### src/rtl/mem_arb_pkg.sv
// Shared types for the two-port memory arbiter:
// FSM state encoding and requester port ids.
package mem_arb_pkg;

  typedef logic [1:0] state_t;

  localparam state_t IDLE = 2'd0;
  localparam state_t BUSY = 2'd1;
  localparam state_t RESP = 2'd2;
  localparam state_t ACK  = 2'd3;

  localparam logic PORT_CPU = 1'b0;
  localparam logic PORT_EXT = 1'b1;

endpackage

### src/rtl/rr_pick2.sv
// Two-input round-robin pick: a lone requester wins,
// on a tie the port not granted last time wins.
module rr_pick2
  import mem_arb_pkg::*;
(
  input  logic [1:0] req,
  input  logic       last,
  output logic       grant
);

  assign grant = (req == 2'b11) ? ~last : req[PORT_EXT];

endmodule

### src/rtl/mem_arbiter.sv
// Arbitrates a CPU port and an external loader/debug port
// onto one single-port byte memory, one transaction at a time.
module mem_arbiter
  import mem_arb_pkg::*;
#(
  parameter int WIDTH  = 8,
  parameter int AWIDTH = 8
) (
  input  logic              clk,
  input  logic              rst,
  input  logic              cpu_req,
  input  logic              cpu_we,
  input  logic [AWIDTH-1:0] cpu_adr,
  input  logic [WIDTH-1:0]  cpu_wd,
  output logic              cpu_ack,
  output logic [WIDTH-1:0]  cpu_rd,
  output logic              cpu_stall,
  input  logic              ext_req,
  input  logic              ext_we,
  input  logic [AWIDTH-1:0] ext_adr,
  input  logic [WIDTH-1:0]  ext_wd,
  output logic              ext_ack,
  output logic [WIDTH-1:0]  ext_rd,
  output logic [AWIDTH-1:0] mem_adr,
  output logic [WIDTH-1:0]  mem_wd,
  output logic              mem_we,
  output logic              mem_re,
  input  logic [WIDTH-1:0]  mem_rd
);

  state_t state;
  logic   owner;
  logic   owner_we;
  logic   last;
  logic   grant;
  logic   busy;
  logic   done;

  rr_pick2 u_pick (
    .req   ({ext_req, cpu_req}),
    .last  (last),
    .grant (grant)
  );

  always_ff @(posedge clk) begin
    if (rst) begin
      state    <= IDLE;
      owner    <= PORT_CPU;
      owner_we <= 1'b0;
      last     <= PORT_EXT;
      cpu_rd   <= '0;
      ext_rd   <= '0;
    end else begin
      case (state)
        IDLE: begin
          if (cpu_req || ext_req) begin
            owner    <= grant;
            owner_we <= (grant == PORT_EXT) ? ext_we : cpu_we;
            last     <= grant;
            state    <= BUSY;
          end
        end
        BUSY: state <= owner_we ? IDLE : RESP;
        RESP: begin
          if (owner == PORT_EXT) ext_rd <= mem_rd;
          else                   cpu_rd <= mem_rd;
          state <= ACK;
        end
        default: state <= IDLE;
      endcase
    end
  end

  // Gate with rst so a reset landing mid-transaction drops ack/strobes at once.
  assign busy = !rst && (state == BUSY);
  assign done = !rst && ((state == BUSY && owner_we) || state == ACK);

  assign cpu_ack = done && (owner == PORT_CPU);
  assign ext_ack = done && (owner == PORT_EXT);

  assign mem_we  = busy && owner_we;
  assign mem_re  = busy && !owner_we;
  assign mem_adr = !busy ? '0 : (owner == PORT_EXT) ? ext_adr : cpu_adr;
  assign mem_wd  = !busy ? '0 : (owner == PORT_EXT) ? ext_wd  : cpu_wd;

  assign cpu_stall = cpu_req && !cpu_ack;

endmodule

### config.mk
export PLATFORM = sky130hd
export DESIGN_NAME = mem_arbiter
export DESIGN_NICKNAME = d
export VERILOG_FILES = /design/src/rtl/mem_arb_pkg.sv /design/src/rtl/rr_pick2.sv /design/src/rtl/mem_arbiter.sv
export SDC_FILE = /design/constraint.sdc
export NUM_CORES = 1
export LEC_CHECK = 0
export ABC_AREA = 1
export BUFFER_PORTS_ARGS = -buffer_cell sky130_fd_sc_hd__buf_2
export CORE_MARGIN = 2
export CORE_UTILIZATION = 41
export DETAILED_ROUTE_END_ITERATION = 10
export GPL_ROUTABILITY_DRIVEN = 0
export PLACE_DENSITY = 0.86
export SLEW_MARGIN = 20
export SYNTH_ARGS = -nofsm -noshare
export SYNTH_HDL_FRONTEND = slang
export SYNTH_SLANG_ARGS = --single-unit
### constraint.sdc
create_clock -name clk -period 1.15 [get_ports clk]
set_input_delay 0 -clock clk [delete_from_list [all_inputs] [get_ports clk]]
set_output_delay 0 -clock clk [all_outputs]
set_load 0.05 [all_outputs]
; Word-level counts from Yosys, hierarchy flattened
; Cells that the tools add are included.
[word_totals]
in_bits = 46
latchBits = 0
mem_bits_rw = 0
romBits = 0
reg_bits = 21
elab_cells = 39
memories = 0
out_inout_bits = 37
[classes]
add_sub_neg = 0
mul = 0
muxes = 9
bitwise = 2
n_lt_le_gt_ge = 0
shift = 0
reduce_logical = 17
n_div = 0
n_eq_ne = 5
[ops]
columns = operator, n
row1 = $mux W8, 4
row2 = $logic_and A1 B1 Y1, 8
row3 = $eq A2 B2 Y1 const B, 3
row4 = $pmux W2 S3, 1
row5 = $reduce_and A2 Y1, 3
row6 = $mux W2, 2
row7 = $logic_not A1 Y1, 3
row8 = $eq A2 B1 Y1 const B, 1
row9 = $logic_not A2 Y1, 1
row10 = $logic_or A1 B1 Y1, 2
row11 = $mux W1, 2
row12 = $ne A2 B2 Y1 const B, 1
row13 = $not A1 Y1, 2

; Longest topological paths before layout
[depth]
ltp_word = 7
ltp_mapped = 7
mapped_depth_nobuf = 6

; Hierarchy
; From an unflattened synthesis, not the netlist that was laid out.
[hier_totals]
cells_unflattened = 183
area_unflattened_um2 = 1206.2
[by_module_without_submodules]
columns = module, instances, area_each_um2, seq_area_each_um2, cells_each
row1 = mem_arbiter, 1, 1193.6, 420.4, 181
row2 = rr_pick2, 1, 12.5, 0.0, 2

; Least setup slack after synthesis
; No wires, ideal clock.
[synth_path]
path_type = register to output
startpoint = reg owner
endpoint = out mem_adr[0]
t_required_ns = 1.150
slack_ns = -0.302
path_buffers = 2
stages_incl_launch_ff = 5
t_arrival_ns = 1.452
path_cell_list = dfxtp_1 -> buf_4 -> buf_6 -> nand2_1 -> a21oi_1
[synth_between]
elab_chain_len = 2
[synth_rtl]
columns = element, line_no
row1 = from (decl), mem_arbiter.sv:32  ; logic owner;
row2 = from (signal assigned), mem_arbiter.sv:57  ; owner <= grant;
row3 = $mux W8 (2 in series), mem_arbiter.sv:83  ; assign mem_adr = !busy ? '0 : (owner == PORT_EXT) ? ext_adr : cpu_adr;
row4 = to (decl), mem_arbiter.sv:24  ; output logic [AWIDTH-1:0] mem_adr,
; No other way between the ends.

; Worst setup path in the final report
[layout_path]
startpoint = reg state[0]
endpoint = out mem_adr[5]
[layout_between]
elab_chain_len = 3
[layout_rtl]
columns = element, line_no
row1 = from (decl), mem_arbiter.sv:31  ; state_t state;
row2 = from (signal assigned), mem_arbiter.sv:63  ; BUSY: state <= owner_we ? IDLE : RESP;
row3 = $eq A2 B1 Y1, mem_arbiter.sv:75  ; assign busy = !rst && (state == BUSY);
row4 = $logic_and A1 B1 Y1, mem_arbiter.sv:75
row5 = $mux W8, mem_arbiter.sv:83
; No other way between the ends.

==> summary.txt <==
Status
  • Status: finished with violations
  • Failing checks: setup timing

Worst setup path
  • R2R depth: 7
  • Critical path class: register to output port
  • WP data required: roughly 1.2 ns
  • Crit path arrival time: 1.40 ns
  • Worst setup SP type: register
  • FF-to-FF End: owner_we$_SDFFE_PP0P_
  • CP peak stage delay: approximately 0.36 ns
  • CP cell instances: inv_2 > nor2_4 > nand2_4 > buf_12 > a21oi_4 > buf_6
  • R2R Path Start: state[0]$_SDFFE_PP0P_
  • Worst path bufs/invs: 3
  • Crit path max-delay family: buffers and inverters
  • Reg2reg setup slack: -0.03 ns
  • Crit. End Element: output port
  • Slowest CP cell: dfxtp_2
  • Worst Path Max Fanout: 13

STA
  • Endpoints failing hold: 0
  • RSZ-0062 raised after global routing: true
  • Final setup fails: 22
  • Slew margin rel.: 79.3%
  • Fmax: between 0.7 and 0.8 GHz
  • Crit share post-route: 122%
  • Hold WS: 0.0203 ns
  • Setup ws final: -0.248 ns
  • Final min period: 1.40 ns
  • Clock skew: roughly 0.013 ns
  • Max Slew Vio Count: 0
  • Slew @ Worst Pin: 0.307 ns

Routing
  • Routed len/inst: 14.2 um
  • Via density per instance: 5.24
  • ANT nets after route: 0
  • Drt drc: 0
  • Initial DRC count: 52
  • Vias: 1557
  • Routed WL: 4220 um
  • TritonRoute pass-1 iters: 4

Die
  • Starting Density: ~44%
  • Core Region: 0.00281 mm2
  • Io pins: 83
  • Die Ht: 59.0 um
  • Die footprint: 0.00348 mm2
  • Num rows: 19
  • Die W: between 50 and 60 um

Pwr
  • Worst vdd ir: 0.000944 V
  • PwrDens: 952 mW/mm2
  • Final total power: 0.00202 W
  • Leakage power: around 0.95 nW

Synthesis
  • YS warnings: 0
  • Syn nets: 213
  • Register area share after synthesis: 33.9%
  • Post-Syn Area: 0.00124 mm2
  • Cells after Synth: 167
  • Synth Area per Inst: 7.43 um2
  • Post-synthesis register bit count: 21
  • Post-synthesis cell type count: 20

Worst hold path
  • Worst Hold Path Cells: 3
  • Endpoint, Worst Hold: state[0]$_SDFFE_PP0P_
  • Min-delay worst type: input pin to register
  • Worst Hold Launch: ext_req

Global routing
  • Initial antenna violation count: 0
  • Largest net degree at the start of global routing: 20
  • First-pass GRT wire length: 6640 um
  • Gr ovfl total: 0
  • Vias in the first global route: 1500
  • GRT Util Overall: 24.9%

Placed design
  • Placed insts: 280
  • Detailed Place HPWL: ~2600 um
  • Place WS: approximately 0.0044 ns
  • I/O Buffers: 82

CTS
  • H-tree levels: 1
  • Root buffer cell: clkbuf_4
  • Clk buf depth: 2
  • Clk pin slew, worst setup/hold paths: 0.13 ns
  • CTS buffer count: 3
  • Clock latency on the worst-skew pair: 0.31 ns
  • Sink Count: 21
  • CTS tree: built

Layout
  • Final Util: 75.6%
  • Area Growth Syn to Fin: 71.0%
  • Post-Layout Cell Count: 297
  • Antenna Cells: 0
  • Share of layout cells above drive strength 1: ~51%
  • Final #Nets: 313

Flow run
  • Max Cap Viol: 0
==> worst max-delay path by stage <==
| stage | from | to | slack [ns] | cells past startpoint |
|---|---|---|---|---|
| after floorplan | state[0]$_SDFFE_PP0P_ | cpu_ack | -0.15 | 4 |
| after global placement | state[0]$_SDFFE_PP0P_ | mem_wd[2] | 0.07 | 6 |
| after detailed placement | state[0]$_SDFFE_PP0P_ | mem_wd[2] | 0.004 | 6 |
| after CTS | state[0]$_SDFFE_PP0P_ | mem_adr[5] | -0.24 | 6 |
| after global routing | state[0]$_SDFFE_PP0P_ | ext_ack | -0.31 | 6 |
| final | state[0]$_SDFFE_PP0P_ | mem_adr[5] | -0.25 | 6 |
==> per-stage QoR <==
stage / cell area (um2) / TNS [ns]
2_1_floorplan: 1330 / -1.69
3_3_place_gp: 1780 / 0
3_5_place_dp: 1780 / 0
4_1_cts: 2070 / -4.29
5_1_grt: 2120 / -6.20
6_report: 2120 / -4.65
==> worst reg2reg max path: stages (launching register included) <==
cell and delay (ns):
dfxtp_2 0.35, inv_2 0.07, buf_4 0.24, nand2_1 0.10, nor2_1 0.13, nand2_1 0.07, nor2_1 0.10, nor2_1 0.05
==> synth_stat cells <==
library cell,instances,area [um2]
o22ai_1,1,6.26
buf_12,3,60.1
nand3_1,3,15.0
nor2_1,10,37.5
inv_1,5,18.8
buf_4,2,15.0
nand4_2,2,25.0
inv_2,2,7.51
o21ai_0,3,15.0
nor2_4,1,11.3
nand2_1,55,206
buf_2,4,20.0
nand4_1,14,87.6
a21oi_2,10,87.6
a21boi_0,1,7.51
dfxtp_1,21,420
nand2_4,1,11.3
a21oi_1,24,120
nand3_4,2,35.0
buf_6,3,33.8
==> cell type report <==
type,count,area [um2]
clock buffer,3,22.5
clock inverter,1,7.51
fill,187,683
inverter,7,26.3
multi-input combinational,127,810
sequential,21,424
tap,31,38.8
timing repair buffer,107,793
==> layout by cell type (no fill, tap or decap), types with 3 or more instances in the layout <==
master,n
buf_2,61
a21oi_1,16
clkbuf_4,3
dlygate4sd3_1,9
nor2_1,6
dfxtp_2,3
buf_12,3
inv_1,5
dfxtp_1,18
buf_6,20
a21oi_4,12
a21oi_2,6
nand2_1,55
nand4_1,14
buf_4,13
nor2_4,3
nand3_1,3
==> state kept, by name, summed over array words and instances (netlist names) <==
register	count
cpu_rd	8
last	1
state	2
owner_we	1
ext_rd	8
owner	1
==> cell families (layout without fill, tap and decap cells) <==
family / count (synthesis) / after routing / synth area share [%]
buffers and inverters: 19 / 118 / 12.5
AO/OA/AOI/OAI: 39 / 39 / 19.1
flip-flops: 21 / 21 / 33.9
AND/OR/NAND/NOR: 88 / 88 / 34.6
==> per-layer routing <==
layer	vias to the layer above	wire (um)	track usage (%)
li1	763	-	-
met1	706	1650	28.1
met2	72	2200	43.5
met3	16	225	5.68
met4	0	140	12.7
met5	-	0	0
==> repair_timing <==
item	CTS	global route
hold buffers	9	0
endpoints found under the setup margin	21	38
hold endpoints to repair	17	0
pin swaps	0	0
resized for setup	47	11
buffers inserted	3	1
==> report_power, final <==
group	internal [W]	switching [W]	total, W
combinational	0.000317	0.000533	0.000850
clock	0.000133	0.000241	0.000374
sequential	0.000767	0.0000291	0.000796
Power figures use the tool's default switching activity.
